[src/rtl/pet_pkg.sv]
// Shared care-command constants and scheduler types.
// The stats block imports the same command encodings.
package pet_pkg;

  localparam logic [7:0] CMD_IDLE  = 8'h00;
  localparam logic [7:0] CMD_EAT   = 8'h65;
  localparam logic [7:0] CMD_PLAY  = 8'h70;
  localparam logic [7:0] CMD_BATH  = 8'h62;
  localparam logic [7:0] CMD_SLEEP = 8'h73;
  localparam logic [7:0] CMD_WAKE  = 8'h77;

  typedef enum logic [1:0] {
    IDLE,
    DRIVE,
    GAP
  } sched_state_t;

  typedef enum logic {
    SRC_UART,
    SRC_BTN
  } src_t;

  function automatic logic is_valid_cmd(
    input logic [7:0] c
  );
    return c inside {CMD_EAT, CMD_PLAY,
                     CMD_BATH, CMD_SLEEP,
                     CMD_WAKE};
  endfunction

  // Expects a one-hot (or zero) button vector.
  function automatic logic [7:0] btn_cmd(
    input logic [4:0] oh
  );
    logic [7:0] c;
    c = CMD_IDLE;
    unique case (1'b1)
      oh[0]:   c = CMD_EAT;
      oh[1]:   c = CMD_PLAY;
      oh[2]:   c = CMD_BATH;
      oh[3]:   c = CMD_SLEEP;
      oh[4]:   c = CMD_WAKE;
      default: c = CMD_IDLE;
    endcase
    return c;
  endfunction

endpackage

[src/rtl/care_cmd_scheduler_fifo.sv]
// Small synchronous command FIFO with show-ahead head.
// Full and empty derive from an occupancy counter.
module cmd_fifo #(
  parameter int DEPTH = 4
) (
  input  logic       clk,
  input  logic       reset,
  input  logic       wr_en,
  input  logic [7:0] wr_data,
  input  logic       rd_en,
  output logic [7:0] rd_data,
  output logic       full,
  output logic       empty
);

  localparam int AW = $clog2(DEPTH);

  logic [7:0]  mem [DEPTH];
  logic [AW-1:0] wr_ptr;
  logic [AW-1:0] rd_ptr;
  logic [AW:0]   count;
  logic          do_wr;
  logic          do_rd;

  assign full    = count == (AW+1)'(DEPTH);
  assign empty   = count == '0;
  assign do_wr   = wr_en && !full;
  assign do_rd   = rd_en && !empty;
  assign rd_data = mem[rd_ptr];

  always_ff @(posedge clk) begin
    if (do_wr) mem[wr_ptr] <= wr_data;
  end

  always_ff @(posedge clk or posedge reset) begin
    if (reset) begin
      wr_ptr <= '0;
      rd_ptr <= '0;
      count  <= '0;
    end else begin
      if (do_wr) wr_ptr <= wr_ptr + 1'b1;
      if (do_rd) rd_ptr <= rd_ptr + 1'b1;
      count <= count
             + (AW+1)'(do_wr)
             - (AW+1)'(do_rd);
    end
  end

endmodule

[src/rtl/care_cmd_scheduler.sv]
// Merges UART and button care commands, queues them,
// and replays each as a fixed pulse plus a 0x00 gap.
module care_cmd_scheduler
  import pet_pkg::*;
#(
  parameter int FIFO_DEPTH  = 4,
  parameter int HOLD_CYCLES = 4,
  parameter int GAP_CYCLES  = 4
) (
  input  logic       clk,
  input  logic       reset,
  input  logic [7:0] uart_data,
  input  logic       uart_valid,
  output logic       uart_ready,
  input  logic [4:0] btn,
  input  logic       is_sleeping,
  output logic [7:0] cmd_out,
  output logic       busy,
  output logic       fifo_full,
  output logic [7:0] dropped_cnt
);

  localparam int MAXC =
    (HOLD_CYCLES > GAP_CYCLES) ?
    HOLD_CYCLES : GAP_CYCLES;
  localparam int CW = $clog2(MAXC + 1);
  localparam logic [CW-1:0] HOLD_LAST =
    CW'(HOLD_CYCLES - 1);
  localparam logic [CW-1:0] GAP_LAST =
    CW'(GAP_CYCLES - 1);

  sched_state_t  state, state_n;
  logic [CW-1:0] cnt, cnt_n;
  logic [7:0]    cmd_n;
  src_t          rr_last;
  logic [4:0]    btn_prev;
  logic [4:0]    rise;
  logic [4:0]    low;
  logic [2:0]    rise_cnt;
  logic          btn_cand;
  logic          uart_cand;
  logic          btn_win;
  logic          uart_take;
  logic          contested;
  logic          wr_en;
  logic [7:0]    wr_data;
  logic          rd_en;
  logic [7:0]    head;
  logic          empty;
  logic          sleep_drop;
  logic [3:0]    drop_inc;
  logic [8:0]    drop_sum;

  assign rise     = btn & ~btn_prev;
  assign low      = rise & (~rise + 5'd1);
  assign btn_cand = |rise;
  assign rise_cnt = 3'(rise[0]) + 3'(rise[1])
                  + 3'(rise[2]) + 3'(rise[3])
                  + 3'(rise[4]);

  assign uart_cand = uart_valid
                  && is_valid_cmd(uart_data);
  assign contested = btn_cand && uart_cand
                  && !fifo_full;
  // Button takes a contested slot only if UART won last.
  assign btn_win = btn_cand && !fifo_full
                && (!uart_cand || rr_last == SRC_UART);

  assign uart_ready = !reset && !fifo_full && !btn_win;
  assign uart_take  = uart_valid && uart_ready;
  assign wr_en      = btn_win || (uart_take && uart_cand);
  assign wr_data    = btn_win ? btn_cmd(low) : uart_data;

  assign busy = (state != IDLE) || !empty;

  cmd_fifo #(
    .DEPTH (FIFO_DEPTH)
  ) u_fifo (
    .clk     (clk),
    .reset   (reset),
    .wr_en   (wr_en),
    .wr_data (wr_data),
    .rd_en   (rd_en),
    .rd_data (head),
    .full    (fifo_full),
    .empty   (empty)
  );

  always_comb begin
    state_n    = state;
    cnt_n      = cnt;
    cmd_n      = cmd_out;
    rd_en      = 1'b0;
    sleep_drop = 1'b0;
    unique case (state)
      DRIVE: begin
        if (cnt == HOLD_LAST) begin
          state_n = GAP;
          cnt_n   = '0;
          cmd_n   = CMD_IDLE;
        end else begin
          cnt_n = cnt + 1'b1;
        end
      end
      GAP: begin
        if (cnt == GAP_LAST) begin
          state_n = IDLE;
          cnt_n   = '0;
        end else begin
          cnt_n = cnt + 1'b1;
        end
      end
      default: ;
    endcase
    // Pop from IDLE or on the final gap cycle.
    if ((state == IDLE ||
         (state == GAP && cnt == GAP_LAST))
        && !empty) begin
      rd_en = 1'b1;
      if (is_sleeping && head != CMD_WAKE) begin
        sleep_drop = 1'b1;
      end else begin
        state_n = DRIVE;
        cnt_n   = '0;
        cmd_n   = head;
      end
    end
  end

  assign drop_inc = 4'(rise_cnt) - 4'(btn_cand)
                  + 4'(btn_cand && !btn_win)
                  + 4'(uart_take && !uart_cand)
                  + 4'(sleep_drop);
  assign drop_sum = 9'(dropped_cnt) + 9'(drop_inc);

  always_ff @(posedge clk or posedge reset) begin
    if (reset) begin
      state       <= IDLE;
      cnt         <= '0;
      cmd_out     <= CMD_IDLE;
      btn_prev    <= '0;
      rr_last     <= SRC_UART;
      dropped_cnt <= '0;
    end else begin
      state    <= state_n;
      cnt      <= cnt_n;
      cmd_out  <= cmd_n;
      btn_prev <= btn;
      if (contested)
        rr_last <= btn_win ? SRC_BTN : SRC_UART;
      dropped_cnt <= drop_sum[8] ?
                     8'hFF : drop_sum[7:0];
    end
  end

endmodule
[config.mk]
export PLATFORM = sky130hd
export DESIGN_NAME = care_cmd_scheduler
export DESIGN_NICKNAME = d
export VERILOG_FILES = /design/src/rtl/pet_pkg.sv /design/src/rtl/care_cmd_scheduler_fifo.sv /design/src/rtl/care_cmd_scheduler.sv
export SDC_FILE = /design/constraint.sdc
export NUM_CORES = 1
export LEC_CHECK = 0
export CAP_MARGIN = 20
export CORE_MARGIN = 4
export CORE_UTILIZATION = 51
export CTS_BUF_LIST = sky130_fd_sc_hd__clkbuf_4 sky130_fd_sc_hd__clkbuf_8 sky130_fd_sc_hd__clkbuf_16
export DETAILED_ROUTE_END_ITERATION = 10
export PLACE_DENSITY = 0.76
export SYNTH_ARGS = -nofsm -noshare
export SYNTH_HDL_FRONTEND = slang
export SYNTH_SLANG_ARGS = --single-unit
export TNS_END_PERCENT = 5
[constraint.sdc]
create_clock -name clk -period 4.4 [get_ports clk]
set_clock_uncertainty 0.1 [all_clocks]
set_input_delay 0.88 -clock clk [delete_from_list [all_inputs] [get_ports clk]]
set_output_delay 0.88 -clock clk [all_outputs]
set_load 0.03 [all_outputs]
==> flow_summary.ini, run 1 <==
[clocking]
clk_pin_slew_ns = 0.07
clock_sinks = 66
clk_path_buf_depth = 2
cts-root-buf = clkbuf_8
worstSkewPairLatency_ns = 0.34
cts_buffers = 9
cts_tree = built
cts-htree-levels = 3

[drt]
num_vias = 2176
ant_nets = 0
detail_route.wl_per_cell_um = 15.1
totalWireLength_mm = 6.37
drt_iter0_drc = 64
viasPerCell = 5.14
drc = 0
dr.pass1.iters = 4

[floorplanning]
die_h_um = 88.8
initial_core_util = 0.524
dieArea_um2 = 7890
die_x_um = 88.8
rows = 29
core_area_um2 = 6350
io_pins = 36

[worst_hold_path]
hp-class = flop to flop
hold_depth = 1

[synth]
synthDominantCellAreaShare = 0.289
avgSynthCellArea_um2 = 13.2
ys_seq_area_frac = 0.544
yosys.area.top_type = edfxtp_1
synth_nets = 295
ys_types = 38
yosys-top-cells-area = edfxtp_1 29%, dfrtp_1 26%, ha_1 6.8%, mux4_2 5.4%, fa_1 4.2%
ys_ff_latch = 66
syn_area_um2 = 3330
ys.warnings.count = 0
syn_inst = 253

[global_route]
grt_antenna_before_repair = 0
grt_pass1_vias = 2334
grt_pass1_wl_mm = 11.0
grt-ovfl-total = 0
grt-busiest-layer = met2
grt_use_met2 = 0.320
met3_usage = 0.0382
grt_util_all_layers = 0.188
grt_max_degree = 35
gr-usage-met1 = 0.233

[setup_path]
endpoint_kind = flop
crit_chain = dlygate4sd2_1, nor4bb_2, nand3_1, nor3_2, nor2_2, nand2_2, fa_1, fa_1, fa_1, inv_1, ha_2, fa_1, inv_1, fa_2, nor2b_4, o21ai_1, nand2b_1, a31oi_1, a41oi_1
rrSetupSlack_ns = -0.50
slowest_stage = fa_1
critPathMostFrequentCell = fa_1
start_kind = input pin
crit_arrival_ns = 5.08
crit_fanout = 5
cp_slowest_stage_delay_ns = 0.50
criticalPathCategory = input pin to flop
cp.required_ns = 4.55
ff2ff_path_depth = 18

[sta]
fmax_ghz = 0.203
maxSlewHeadroom = 0.478
tightest_slew_ns = 0.782
hold_violations = 0
fin_crit_sh = 1.12
rsz0062_at_grt = true
setup_viol = 8
finalMaxSlewViolations = 0
whs_ns = 0.378
finalCriticalPeriod_ns = 4.93
final.setup.worst_slack_ns = -0.534

[flow_run]
drv_cap = 0

[placed_design]
gp_congestion = 0.735
place.port_buffers = 35
dp_hpwl_mm = 4.64

[cells_and_area]
layout-drive-gt1-share = 0.301
fill_cells = 460
finalNetCount = 383
antenna_cells = 0
areaGrowthSynthToFinish_pct = 32.4
fin_util = 0.694

[pwr]
power_density_nw_per_um2 = 800
power_leakage_nw = 1.91
ir_drop_mv = 0.666

[status]
outcome = finished, violations left
violations = setup timing
path summary, 6_finish.rpt:
check                            startpoint             end
max                            uart_data[3]  dropped_cnt[6]
min                                 rr_last         rr_last
max reg2reg                u_fifo.rd_ptr[0]  dropped_cnt[6]
min reg2reg                         rr_last         rr_last
max in group asynchronous             reset      cmd_out[4]
min in group asynchronous             reset     btn_prev[0]
through the flow:
| stage | cells | setup TNS (ns) | area [um2] | setup WS (ns) | power, mW |
|---|---|---|---|---|---|
| 2_1_floorplan | 253 | -5.14 | 3350 | -0.675 | 2.29 |
| 3_3_place_gp | 399 | -9.35 | 4060 | -1.19 | 2.81 |
| 3_5_place_dp | 399 | -10.01 | 4060 | -1.30 | 2.89 |
| 4_1_cts | 422 | -3.66 | 4380 | -0.485 | 3.52 |
| 5_1_grt | 423 | -5.44 | 4410 | -0.737 | 3.82 |
| 6_report | 423 | -3.95 | 4410 | -0.534 | 3.52 |
synth_stat cells:
cell / number
a21o_1: 5
a21oi_1: 4
a2bb2oi_2: 1
a31o_2: 2
a31oi_1: 2
a41oi_1: 1
and2_1: 8
and3_1: 4
and4_1: 1
and4bb_1: 1
buf_6: 2
clkbuf_1: 1
clkbuf_2: 1
dfrtp_1: 34
edfxtp_1: 32
fa_1: 7
ha_1: 18
inv_1: 25
mux2_2: 7
mux2_4: 3
mux2i_1: 1
mux4_2: 8
nand2_1: 17
nand2b_1: 9
nand3_1: 5
nor2_1: 6
nor2b_1: 15
nor3_1: 4
nor3b_1: 3
nor4bb_1: 1
o21a_1: 3
o21ai_0: 6
o32a_1: 1
o41ai_2: 1
or2_2: 3
or3_1: 1
xnor2_1: 9
xor2_1: 1
layer usage:
metal	wire length [um]	part of all wire
met1	2700	0.42
met3	189	0.030
met2	3390	0.53
met4	91	0.014
met5	0	0
report_power, final:
part	total, mW	internal [mW]	switching, mW	leakage [nW]
combinational	1.92	0.980	0.936	1.11
sequential	1.05	0.927	0.125	0.696
clock	0.557	0.318	0.239	0.103
total	3.52	2.22	1.30	1.91
critical path, delay by kind of cell:
family	cells	cell delay (ns)
fa+ha+maj	6	2.37
simple gates	7	1.11
buf+inv	3	0.37
compound gates	3	0.34
placed cells by master (no fill, tap or decap), drive strengths merged, types with 2 or more instances in the layout:
| master | n |
|---|---|
| a31o | 2 |
| xnor2 | 9 |
| a21o | 5 |
| dlygate4sd2 | 11 |
| and3 | 4 |
| a21oi | 4 |
| inv | 25 |
| clkbuf | 9 |
| clkinvlp | 3 |
| o21ai | 6 |
| nor2b | 15 |
| nand2 | 17 |
| and2 | 8 |
| fa | 7 |
| mux4 | 8 |
| o21a | 3 |
| edfxtp | 32 |
| nor3b | 3 |
| nand2b | 9 |
| nor2 | 6 |
| clkinv | 2 |
| nand3 | 5 |
| bufinv | 2 |
| a31oi | 2 |
| buf | 47 |
| nor3 | 4 |
| mux2 | 10 |
| dfrtp | 34 |
| clkdlybuf4s50 | 23 |
| or2 | 3 |
| ha | 18 |
logic make-up (layout without fill, tap and decap cells):
group                    count (synthesis)  after routing  share of synthesized area
XOR/XNOR                                10             10                     0.0263
buffers and inverters                   29            122                     0.0376
AO/OA/AOI/OAI                           26             26                     0.0571
adder cells (fa/ha/maj)                 25             25                      0.110
flip-flops                              66             66                      0.544
multiplexers                            19             19                     0.0943
AND/OR/NAND/NOR                         78             78                      0.131
cell type report:
type	count	area (um2)	area share
flip-flops and latches	66	1810	0.411
inverters	25	97.6	0.0221
multi-input cells	158	1490	0.339
clock inverters	7	92.6	0.0210
well taps	77	96.3	0.0219
clock buffers	9	124	0.0281
repair buffers	81	692	0.157
sequential cells by signal, indices dropped and copies added, names as in the netlist:
register and flops:
state 2, u_fifo.wr_ptr 2, u_fifo.rd_ptr 2, cnt 3, dropped_cnt 8, u_fifo.mem 32, cmd_out 8, btn_prev 5
rr_last 1, u_fifo.count 3
what timing repair did:
item | 4_1_cts | 5_1_grt
setup endpoints to repair | 8 | 8
buffers inserted | 7 | 1
hold buffers | 0 | 0
resized for setup | 24 | 4
pin swaps | 16 | 1
Power figures use the tool's default switching activity.
==> run 2, diff against run 1 <==
--- a/config.mk
+++ b/config.mk
@@ -11,6 +11,7 @@
 export CTS_BUF_LIST = sky130_fd_sc_hd__clkbuf_4 sky130_fd_sc_hd__clkbuf_8 sky130_fd_sc_hd__clkbuf_16
 export DETAILED_ROUTE_END_ITERATION = 10
 export PLACE_DENSITY = 0.76
+export SETUP_SLACK_MARGIN = 0.5
 export SYNTH_ARGS = -nofsm -noshare
 export SYNTH_HDL_FRONTEND = slang
 export SYNTH_SLANG_ARGS = --single-unit
==> results of run 2 <==
Same layout as run 1: the final DEF is identical, and so are final timing and power.
